==> src/rtl/cdb_arbiter_if.sv <==
// cdb_arbiter_if: requester handshake and registered common-data-bus signals of the writeback arbiter
interface cdb_arbiter_if #(
  parameter int N_REQ = 4,
  parameter int ROB_W = 4
);
  logic [N_REQ-1:0]       req_valid;
  logic [N_REQ*ROB_W-1:0] req_rob_id;
  logic [N_REQ*32-1:0]    req_value;
  logic [N_REQ-1:0]       req_ready;
  logic                   cdb_valid;
  logic [ROB_W-1:0]       cdb_rob_id;
  logic [31:0]            cdb_value;
  logic [2:0]             cdb_src;
  modport master (
    output req_valid, req_rob_id, req_value,
    input  req_ready, cdb_valid, cdb_rob_id, cdb_value, cdb_src
  );
  modport slave (
    input  req_valid, req_rob_id, req_value,
    output req_ready, cdb_valid, cdb_rob_id, cdb_value, cdb_src
  );
endinterface

==> src/rtl/cdb_arbiter.sv <==
// cdb_arbiter: per-requester holding slots, round-robin grant onto a registered CDB feeding the ROB write port.
// Define CDB_FIXED_PRIO_EN to replace round-robin with lowest-index-wins fixed priority.
module cdb_arbiter #(
  parameter int N_REQ = 4,
  parameter int ROB_W = 4
) (
  input  logic             clk_in,
  input  logic             rst_in,
  input  logic             rdy_in,
  input  logic             clear_in,
  cdb_arbiter_if.slave     bus
);
  localparam int PW = (N_REQ > 1) ? $clog2(N_REQ) : 1;
  logic [N_REQ-1:0] slot_v_q, slot_v_d, grant, acc;
  logic [ROB_W-1:0] slot_id_q [N_REQ];
  logic [ROB_W-1:0] slot_id_d [N_REQ];
  logic [31:0]      slot_val_q [N_REQ];
  logic [31:0]      slot_val_d [N_REQ];
  logic [PW-1:0]    base, idx;
  logic [2:0]       g_idx;
  logic             any_g, active;
  logic             cdb_valid_q, cdb_valid_d;
  logic [ROB_W-1:0] cdb_id_q, cdb_id_d;
  logic [31:0]      cdb_val_q, cdb_val_d;
  logic [2:0]       cdb_src_q, cdb_src_d;
  // Reset is folded in so req_ready drops the moment reset asserts, not at the next edge.
  assign active        = rdy_in && !clear_in && !rst_in;
  assign bus.req_ready = {N_REQ{active}} & (~slot_v_q | grant);
  assign bus.cdb_valid  = cdb_valid_q;
  assign bus.cdb_rob_id = cdb_id_q;
  assign bus.cdb_value  = cdb_val_q;
  assign bus.cdb_src    = cdb_src_q;
  // Scan from the highest offset down so the last hit is the first occupied slot after base.
  always_comb begin
    any_g = 1'b0;
    g_idx = '0;
    idx   = '0;
    for (int k = N_REQ - 1; k >= 0; k--) begin
      idx = PW'((int'(base) + k) % N_REQ);
      if (slot_v_q[idx]) begin
        any_g = 1'b1;
        g_idx = 3'(idx);
      end
    end
    for (int i = 0; i < N_REQ; i++) grant[i] = any_g && (g_idx == 3'(i));
  end
  always_comb begin
    acc         = bus.req_valid & bus.req_ready;
    cdb_valid_d = any_g;
    cdb_id_d    = cdb_id_q;
    cdb_val_d   = cdb_val_q;
    cdb_src_d   = any_g ? g_idx : cdb_src_q;
    for (int i = 0; i < N_REQ; i++) begin
      slot_v_d[i]   = acc[i] | (slot_v_q[i] & ~grant[i]);
      slot_id_d[i]  = acc[i] ? bus.req_rob_id[i*ROB_W +: ROB_W] : slot_id_q[i];
      slot_val_d[i] = acc[i] ? bus.req_value[i*32 +: 32] : slot_val_q[i];
      cdb_id_d      = grant[i] ? slot_id_q[i] : cdb_id_d;
      cdb_val_d     = grant[i] ? slot_val_q[i] : cdb_val_d;
    end
  end
  always_ff @(posedge clk_in or posedge rst_in) begin
    if (rst_in) begin
      slot_v_q    <= '0;
      slot_id_q   <= '{default: '0};
      slot_val_q  <= '{default: '0};
      cdb_valid_q <= 1'b0;
      cdb_id_q    <= '0;
      cdb_val_q   <= '0;
      cdb_src_q   <= '0;
    end else if (rdy_in) begin
      slot_v_q    <= clear_in ? '0 : slot_v_d;
      cdb_valid_q <= clear_in ? 1'b0 : cdb_valid_d;
      slot_id_q   <= slot_id_d;
      slot_val_q  <= slot_val_d;
      if (!clear_in) begin
        cdb_id_q  <= cdb_id_d;
        cdb_val_q <= cdb_val_d;
        cdb_src_q <= cdb_src_d;
      end
    end
  end
`ifdef CDB_FIXED_PRIO_EN
  assign base = '0;
`else
  logic [PW-1:0] ptr_q, ptr_d;
  assign ptr_d = (g_idx == 3'(N_REQ - 1)) ? '0 : PW'(g_idx + 3'd1);
  assign base  = ptr_q;
  always_ff @(posedge clk_in or posedge rst_in) begin
    if (rst_in) ptr_q <= '0;
    else if (rdy_in) ptr_q <= clear_in ? '0 : (any_g ? ptr_d : ptr_q);
  end
`endif
endmodule

==> src/flat_wrapper.sv <==
// flat-port wrapper written by rule: the top's interface ports become plain ports
module cdb_arbiter_flat 
#(
  parameter int N_REQ = 4,
  parameter int ROB_W = 4
)
  (clk_in, rst_in, rdy_in, clear_in, bus_req_valid, bus_req_rob_id, bus_req_value, bus_req_ready, bus_cdb_valid, bus_cdb_rob_id, bus_cdb_value, bus_cdb_src);
  cdb_arbiter_if #(.N_REQ(N_REQ), .ROB_W(ROB_W)) bus_i ();
  input  logic clk_in;
  input  logic rst_in;
  input  logic rdy_in;
  input  logic clear_in;
  input wire logic [$bits(bus_i.req_valid)-1:0] bus_req_valid;
  input wire logic [$bits(bus_i.req_rob_id)-1:0] bus_req_rob_id;
  input wire logic [$bits(bus_i.req_value)-1:0] bus_req_value;
  output wire logic [$bits(bus_i.req_ready)-1:0] bus_req_ready;
  output wire logic [$bits(bus_i.cdb_valid)-1:0] bus_cdb_valid;
  output wire logic [$bits(bus_i.cdb_rob_id)-1:0] bus_cdb_rob_id;
  output wire logic [$bits(bus_i.cdb_value)-1:0] bus_cdb_value;
  output wire logic [$bits(bus_i.cdb_src)-1:0] bus_cdb_src;
  assign bus_i.req_valid = bus_req_valid;
  assign bus_i.req_rob_id = bus_req_rob_id;
  assign bus_i.req_value = bus_req_value;
  assign bus_req_ready = bus_i.req_ready;
  assign bus_cdb_valid = bus_i.cdb_valid;
  assign bus_cdb_rob_id = bus_i.cdb_rob_id;
  assign bus_cdb_value = bus_i.cdb_value;
  assign bus_cdb_src = bus_i.cdb_src;
  cdb_arbiter #(.N_REQ(N_REQ), .ROB_W(ROB_W)) u_core (.clk_in(clk_in), .rst_in(rst_in), .rdy_in(rdy_in), .clear_in(clear_in), .bus(bus_i));
endmodule
==> config.mk <==
export PLATFORM = sky130hd
export DESIGN_NAME = cdb_arbiter_flat
export DESIGN_NICKNAME = d
export VERILOG_FILES = /design/src/rtl/cdb_arbiter_if.sv /design/src/rtl/cdb_arbiter.sv /design/src/flat_wrapper.sv
export SDC_FILE = /design/constraint.sdc
export NUM_CORES = 1
export LEC_CHECK = 0
export CORE_ASPECT_RATIO = 0.7
export CORE_MARGIN = 2
export CORE_UTILIZATION = 51
export DETAILED_ROUTE_END_ITERATION = 12
export PLACE_DENSITY = 0.81
export SYNTH_ARGS = -nofsm -noshare
export SYNTH_HDL_FRONTEND = slang
export SYNTH_SLANG_ARGS = --single-unit
==> constraint.sdc <==
create_clock -name clk_in -period 7.67 [get_ports clk_in]
set_input_delay 1.534 -clock clk_in [delete_from_list [all_inputs] [get_ports clk_in]]
set_output_delay 1.534 -clock clk_in [all_outputs]
set_load 0.01 [all_outputs]
Word level (Yosys, flattened, before mapping)
Cells that the tools add are included.
{"block": "totals", "reg_bits": 190, "latch_bits": 0, "ramBits": 0, "mem_bits_ro": 0, "in_bits": 152, "out_inout_bits": 44, "wordCells": 89, "mem_count": 0}
{"block": "op_classes", "addsub": 4, "multipliers": 0, "div_mod_pow": 0, "n_lt_le_gt_ge": 4, "eq_ne": 3, "n_shift": 0, "n_mux": 29, "n_bitwise": 17, "n_reduce_logical": 18}
{"cell": "two-way mux 32 bit", "count": 4}
{"cell": "two-way mux 4 bit", "count": 5}
{"cell": "two-way mux 2 bit", "count": 7}
{"cell": "less-than comparator 2 x 3 -> 1 bit, second input constant", "count": 4}
{"cell": "AND reduction 2 bit", "count": 5}
{"cell": "two-way mux 1 bit", "count": 9}
{"cell": "AND 4 bit", "count": 2}
{"cell": "binary-select mux 1 bit (select 2 bit)", "count": 4}
{"cell": "logical AND 1 bit", "count": 6}
{"cell": "AND reduction 3 bit", "count": 2}
{"cell": "inverter 1 bit", "count": 5}
{"cell": "adder 2 x 1 -> 2 bit, second input constant", "count": 2}
{"cell": "adder 2 bit, second input constant", "count": 2}
{"cell": "AND 1 bit", "count": 4}
{"cell": "== test 2 bit, second input constant", "count": 2}
{"cell": "inverter 4 bit", "count": 1}
{"cell": "bitwise OR 1 bit", "count": 4}
{"cell": "bitwise OR 4 bit", "count": 1}
{"cell": "nonzero test 4 bit", "count": 1}
{"cell": "logical NOT 3 bit", "count": 1}
{"cell": "== test 2 x 1 -> 1 bit, second input constant", "count": 1}
{"cell": "logical NOT 1 bit", "count": 2}
{"cell": "nonzero test 2 bit", "count": 1}

Depth between registers and ports, before layout
Gate-level depths: netlist of the first run.
{"block": "depth", "word_depth": 14, "mapped_depth": 11}

Worst setup path after synthesis of the first run
No wires, ideal clock.
{"block": "synth_path", "path_kind": "input -> output", "startpoint": "input clear_in", "endpoint": "output bus_req_ready[0]", "arrival_time_ns": 2.170, "required_ns": 6.136, "slack_ns": 3.966, "path_stages": 2, "path_buffers": 0, "cell_sequence": "or3b_4 -> a21oi_4"}
{"block": "synth_between", "elab_chain_len": 4}
{"item": "start, declared", "line": "flat_wrapper.sv:12", "source": "input logic clear_in;"}
{"item": "logical NOT 1 bit"}
{"item": "logical AND 1 bit (2 in series)", "line": "cdb_arbiter.sv:27", "source": "assign active = rdy_in && !clear_in && !rst_in;"}
{"item": "AND 4 bit", "line": "cdb_arbiter.sv:28", "source": "assign bus.req_ready = {N_REQ{active}} & (~slot_v_q | grant);"}
{"item": "end, declared", "line": "flat_wrapper.sv:16", "source": "output wire logic [$bits(bus_i.req_ready)-1:0] bus_req_ready;"}
No other way between the ends.

Final worst setup path of the first run
{"block": "layout_path", "startpoint": "register u_core.slot_v_q[2]", "endpoint": "output bus_req_ready[3]"}
{"block": "layout_between", "elab_chain_len": 10, "word_cells_on_any_way": 20}
{"item": "start, declared", "line": "cdb_arbiter.sv:14", "source": "logic [N_REQ-1:0] slot_v_q, slot_v_d, grant, acc;"}
{"item": "start signal, assigned", "line": "cdb_arbiter.sv:71", "source": "slot_v_q <= clear_in ? '0 : slot_v_d;"}
{"item": "binary-select mux 1 bit (select 2 bit)", "line": "cdb_arbiter.sv:40", "source": "if (slot_v_q[idx]) begin"}
{"item": "two-way mux 1 bit (not written as such)", "line": "cdb_arbiter.sv:40"}
{"item": "two-way mux 2 bit (3 in series)", "line": "cdb_arbiter.sv:40"}
{"item": "two-way mux 2 bit (*)", "line": "cdb_arbiter.sv:40"}
{"item": "net u_core.g_idx[0]", "line": "cdb_arbiter.sv:20", "source": "logic [2:0] g_idx;"}
{"item": "== test 2 bit (*)", "line": "cdb_arbiter.sv:45", "source": "for (int i = 0; i < N_REQ; i++) grant[i] = any_g && (g_idx == 3'(i));"}
{"item": "logical AND 1 bit (*)", "line": "cdb_arbiter.sv:45"}
{"item": "bitwise OR 4 bit (*)", "line": "cdb_arbiter.sv:28"}
{"item": "AND 4 bit (*)", "line": "cdb_arbiter.sv:28"}
Mark *: on every way through the listed nets, which the timed path passes. The rest lies on a longest branch. The select of a mux whose other input is x is not followed.

==> results of run 1 <==
area by class of cell:
type | instances | area, sq um | share of cell area
Sequential cell | 189 | 4730 | 0.420
Multi-Input combinational cell | 379 | 3650 | 0.324
Timing Repair Buffer | 196 | 1960 | 0.174
Clock buffer | 22 | 464 | 0.0412
Tap cell | 225 | 282 | 0.0250
Clock inverter | 7 | 139 | 0.0123
Inverter | 8 | 37.5 | 0.00333
Antenna cell | 1 | 2.50 | 0.000222
sequential cells by signal, indices dropped and copies added (netlist names):
name                   cells
u_core.slot_val_q        128
u_core.bus.cdb_rob_id      4
u_core.base                2
u_core.bus.cdb_valid       1
u_core.bus.cdb_value      32
u_core.slot_id_q          16
u_core.slot_v_q            4
u_core.bus.cdb_src         2
how the worst min path moves through the flow:
stage / from / end / slack [ns]
detailed placement: u_core.bus.cdb_value[18] / u_core.bus.cdb_value[18] / 0.47
CTS: u_core.bus.cdb_value[18] / u_core.bus.cdb_value[18] / 0.48
finish: u_core.bus.cdb_value[18] / u_core.bus.cdb_value[18] / 0.48
global route: u_core.bus.cdb_value[2] / u_core.bus.cdb_value[2] / 0.50
global placement: u_core.bus.cdb_value[2] / u_core.bus.cdb_value[2] / 0.46
floorplan: u_core.slot_id_q[7] / u_core.slot_id_q[7] / 0.48
per-layer routing:
metal | GRT usage | up-vias | wire length (microns)
li1 | - | 2612 | -
met1 | 0.377 | 2976 | 10200
met2 | 0.385 | 294 | 10100
met3 | 0.0583 | 36 | 1650
met4 | 0.0715 | 2 | 333
met5 | 0 | - | 11
logic make-up (layout without fill, tap and decap cells):
logic type               Yosys count  after routing
AO/OA/AOI/OAI                    126            126
adder cells (fa/ha/maj)            4              4
buffers and inverters             51            233
flip-flops                       189            189
multiplexers                     147            147
other                              1              2
AND/OR/NAND/NOR                  101            101
critical path, delay by kind of cell, from the launching register on:
kind	cells	cell delay (ns)
AO/OA/AOI/OAI	2	1.05
flip-flops	1	0.49
AND/OR/NAND/NOR	1	0.21
buffers and inverters	2	1.11
adder cells (fa/ha/maj)	1	0.92
report_power, final:
part / switching [uW] / total, uW / internal (uW)
clock network: 364 / 921 / 557
logic: 451 / 1110 / 654
registers: 214 / 1520 / 1310
placed cells by master (no fill, tap or decap), types with 2 or more instances in the layout:
cell type and instances:
nand2_1 46, o21ai_0 8, mux2_4 116, clkdlybuf4s50_1 194
bufinv_16 4, inv_1 6, mux2_2 30, a211oi_1 3
dfrtp_1 189, clkbuf_8 2, nand2b_1 2, buf_4 2
clkinv_2 2, nor2_1 42, a221o_1 34, a22oi_1 34
a32o_1 2, clkbuf_1 3, ha_1 2, a21oi_1 3
nand2_4 4, ha_2 2, a21oi_4 4, clkbuf_16 17
o31ai_1 36
metrics by stage:
step | util | total power [uW] | hold WS (ns)
final | 0.683 | 3550 | 0.478
after global routing | 0.683 | 3720 | 0.498
after CTS | 0.683 | 3550 | 0.481
after detailed placement | 0.646 | 2630 | 0.466
after global placement | 0.646 | 2570 | 0.460
after floorplan | - | 2150 | 0.480
==> impl_metrics.json, run 1 <==
{
  "max_stage_delay_ns": 0.92,
  "dieWidth_microns": 160,
  "synth_common_cells": "dfrtp_1, mux2_4, nand2_1",
  "first_pass_iters": 5,
  "tightest_slew_ns": 1.29,
  "synth_top_family_by_area": "multiplexers",
  "p_leak_uw": 0.00523,
  "cts.clk_slew.worst_paths_ns": 0.07,
  "cts_tree": "built",
  "critical_path_class": "reg2out",
  "slew_viol_final": 0,
  "dp.cells": 997,
  "period_needed_ns": 5.78,
  "setup_tns_ns": 0,
  "cts_root_buf": "clkbuf_16",
  "yosysMostFrequentCell": "dfrtp_1",
  "drt_iter0_markers": 546,
  "drive_gt1_frac": 0.237,
  "port_buffers": 194,
  "cts_resized": 0,
  "wire_per_inst_microns": 21.7,
  "ant_nets": 0,
  "synth_top_area_frac": 0.545,
  "fillers": 1164,
  "finalCritPeriodShare": 0.753,
  "dieArea_sq_mm": 0.0181,
  "cp_cell_sequence": "nor2b_1 -> a221oi_1 -> ha_2 -> inv_2 -> a21oi_4 -> clkdlybuf4s50_1",
  "instances_no_fill": 1027,
  "wl_mm": 22.3,
  "synth_fa_ha_area_frac": 0.00576,
  "ys.flop_type": "dfrtp_1",
  "grt_pass1_wl_mm": 35.3,
  "dpl-instance-area_sq_mm": 0.0107,
  "finalNetCount": 947,
  "finalHoldViolCount": 0,
  "track_usage": 0.256,
  "setup_violations": 0,
  "ys.warnings.count": 0,
  "design_area_sq_mm": 0.0113,
  "cts_buffer_depth": 2,
  "cp_max_fo": 38,
  "insertion_delay_ns": 0.43,
  "syn_area_per_cell_sq_um": 14.0,
  "areaGrowthSynthToFinish_pct": 29.7,
  "rsz0062_at_grt": "false",
  "r2r_slack_ns": 3.41,
  "start_util": 0.526,
  "ir_drop_mv": 0.141,
  "floorplan.rows": 39,
  "postCtsSetupBuffers": 0,
  "fp.dieH_microns": 113,
  "startpoint": "u_core.slot_v_q[2]",
  "synth_edf_count": 0,
  "max_freq_mhz": 173,
  "worst_slack_ns": 1.89,
  "drc": 0,
  "cp-end-kind": "primary output",
  "hpwl_mm": 14.8,
  "seq_area_frac_synth": 0.545,
  "synth_seq_cells": 189,
  "synth_area_leaders": "dfrtp_1, mux2_4, a221o_1",
  "fin_worst_skew_ns": 0.00803,
  "syn-num-nets": 775,
  "grt_max_degree": 110,
  "crit_end": "bus_req_ready[3]",
  "async_flop_share": 1.00,
  "cts_max_level": 4,
  "routed_via_density": 5.76,
  "slew_headroom": 0.136,
  "worstReg2RegEnd": "u_core.slot_val_q[14]",
  "routabilityCongestion": 0.922,
  "synth_area_sq_mm": 0.00868,
  "cts_made_buffers": 17,
  "grt_pass1_vias": 6008,
  "postCtsHoldBufs": 0,
  "antenna_found_initial": 2,
  "via_count": 5920,
  "synth_cells": 619,
  "powerDensity_mw_per_mm2": 315,
  "timing.hold.worst.class": "reg2reg",
  "synthXorXnorAreaFrac": 0,
  "start_kind": "register",
  "core_sq_mm": 0.0165,
  "yosysTopAreaCell": "dfrtp_1",
  "reg2regPathDepth": 7,
  "post-place-ws_ns": 2.41,
  "run_status": "complete, no violations",
  "synth_cell_types": 33,
  "cpMaxStageDelayCell": "ha_2",
  "cp.required_ns": 6.14,
  "synth_compound_area_frac": 0.120,
  "maxCapViolations": 0,
  "cts_sinks": 189,
  "worstPathArrival_ns": 4.24,
  "io_pins": 196,
  "r2r-start": "u_core.slot_v_q[2]",
  "synthMuxAreaShare": 0.241,
  "synthSimpleGateAreaFrac": 0.0512,
  "whs_path_depth": 2,
  "grt-ovfl-total": 0
}
Power figures use the tool's default switching activity.
==> inputs of run 2 (changes only) <==
==> constraint.sdc (replaced) <==
create_clock -name clk_in -period 5.4 [get_ports clk_in]
set_input_delay 1.08 -clock clk_in [delete_from_list [all_inputs] [get_ports clk_in]]
set_output_delay 1.08 -clock clk_in [all_outputs]
set_load 0.01 [all_outputs]
==> run 2 against run 1 <==
Clock power up 49%. Combinational power up 42%. Sequential power up 41%. Utilization up 0.38 points. Sequential share of layout area down 0.23 points. Count of clock-buffer cells in the layout down 4. Cell area up 0.55%. Total power up 44%. Flip-flop and latch count unchanged. Hold slack better by 0.0041 ns. Critical path type unchanged. Highest routed layer is now met4.
==> impl_metrics.json, run 2 (synthesis results as in run 1) <==
{
  "start_kind": "register",
  "tightest_slew_ns": 1.10,
  "cts_buffer_depth": 2,
  "cts_tree": "built",
  "cts.clk_slew.worst_paths_ns": 0.07,
  "routed_via_density": 5.71,
  "antenna_found_initial": 0,
  "start_util": 0.526,
  "regArea_sq_mm": 0.00473,
  "cp_cell_sequence": "nor3b_1 -> a211oi_1 -> nor2_1 -> ha_2 -> inv_1 -> a21oi_4 -> clkdlybuf4s50_1",
  "setup_violations": 0,
  "track_usage": 0.256,
  "cts_sinks": 189,
  "cts_resized": 0,
  "num_antenna_cells": 0,
  "via_count": 5892,
  "fillers": 1182,
  "top_register": "u_core.slot_val_q",
  "areaGrowthSynthToFinish_pct": 30.5,
  "port_buffers": 194,
  "p_leak_uw": 0.00525,
  "grt-ovfl-total": 0,
  "run_status": "complete, no violations",
  "rsz0062_at_grt": "false",
  "cts_root_buf": "clkbuf_16",
  "cts_made_buffers": 17,
  "critical_path_class": "reg2out",
  "finalHoldViolCount": 0,
  "core_sq_mm": 0.0165,
  "hpwl_mm": 14.5,
  "slew_viol_final": 0,
  "drt_iter0_markers": 457,
  "ant_nets": 0,
  "grt_pass1_wl_mm": 35.6,
  "worst_slack_ns": 0.895,
  "final_cell_mix": "clkdlybuf4s50_1, dfrtp_1, mux2_4",
  "dieArea_sq_mm": 0.0181,
  "period_needed_ns": 4.51,
  "wl_mm": 22.3,
  "finalNetCount": 949,
  "cpMaxStageDelayCell": "ha_2",
  "max_freq_mhz": 222,
  "grt_pass1_vias": 6305,
  "cts_max_level": 4,
  "worstPathArrival_ns": 3.43,
  "fin_worst_skew_ns": 0.0112,
  "postCtsSetupBuffers": 0,
  "cp-end-kind": "primary output",
  "maxCapViolations": 0,
  "post-place-ws_ns": 1.42,
  "slew_headroom": 0.262,
  "drive_gt1_frac": 0.246,
  "wire_per_inst_microns": 21.6,
  "ir_drop_mv": 0.202,
  "postCtsHoldBufs": 0,
  "finalCritPeriodShare": 0.834,
  "setup_tns_ns": 0,
  "io_pins": 196,
  "multi_input_area_sq_mm": 0.00365,
  "insertion_delay_ns": 0.43,
  "routabilityCongestion": 0.833,
  "cp.required_ns": 4.32,
  "largest_reg_flops": 128,
  "layout_commonest_cell": "clkdlybuf4s50_1",
  "floorplan.rows": 39,
  "powerDensity_mw_per_mm2": 450,
  "timing.hold.worst.class": "reg2reg",
  "fp.dieH_microns": 113,
  "first_pass_iters": 5,
  "dieWidth_microns": 160,
  "max_stage_delay_ns": 0.88,
  "drc": 0,
  "cp_max_fo": 41,
  "grt_max_degree": 190
}
run 2: changes by cell type in the layout (fill, tap and decap cells not counted), sizes merged:
cell,before,now
inv,8,12
clkinvlp,0,5
buf,2,4
clkbuf,22,18
diode,1,0
clkinv,3,1
run 2: worst max-delay path, delay by kind of cell (launching register included):
kind            cells  cell delay (ns)
flops               1             0.50
compound gates      2             0.32
fa+ha+maj           1             0.88
buf+inv             2             0.75
simple gates        2             0.54
run 2: metal layers:
metal / GRT usage / routed length (microns) / vias to the layer above
met5: 0 / 0 / -
met4: 0.0811 / 335 / 0
met3: 0.0517 / 1500 / 31
met2: 0.388 / 10000 / 252
met1: 0.374 / 10400 / 2998
li1: - / - / 2611
run 2: cell type report:
class | count | area share
Sequential cell | 189 | 0.418
Clock buffer | 18 | 0.0388
Timing Repair Buffer | 198 | 0.175
Clock inverter | 14 | 0.0181
Inverter | 8 | 0.00298
Tap cell | 225 | 0.0249
Multi-Input combinational cell | 379 | 0.323
run 2: metrics by stage:
step	area (sq um)	hold slack [ns]	cells	util	power, uW
final	11300	0.482	1031	0.687	5100
after global routing	11300	0.498	1031	0.687	5340
after CTS	11300	0.482	1031	0.687	5110
after detailed placement	10700	0.466	999	0.648	3740
after global placement	10700	0.462	999	0.648	3660
after floorplan	8690	0.480	619	-	3060
run 2: final timing paths:
path / from / endpoint / slack [ns] / cells past startpoint
setup / recovery: u_core.slot_v_q[1] / bus_req_ready[2] / 0.89 / 7
hold / removal: u_core.bus.cdb_value[11] / u_core.bus.cdb_value[11] / 0.48 / 2
setup reg to reg: u_core.slot_v_q[2] / u_core.bus.cdb_value[13] / 1.75 / 7
hold reg to reg: u_core.bus.cdb_value[11] / u_core.bus.cdb_value[11] / 0.48 / 2
max in group asynchronous: rst_in / u_core.slot_val_q[7] / 3.33 / 3
min in group asynchronous: rst_in / u_core.slot_id_q[2] / 1.34 / 3
run 2: report_power, final:
group	switching (uW)	internal, uW	leakage [uW]
Clock	569	798	0.000302
Combinational	649	931	0.00264
Sequential	292	1860	0.00231
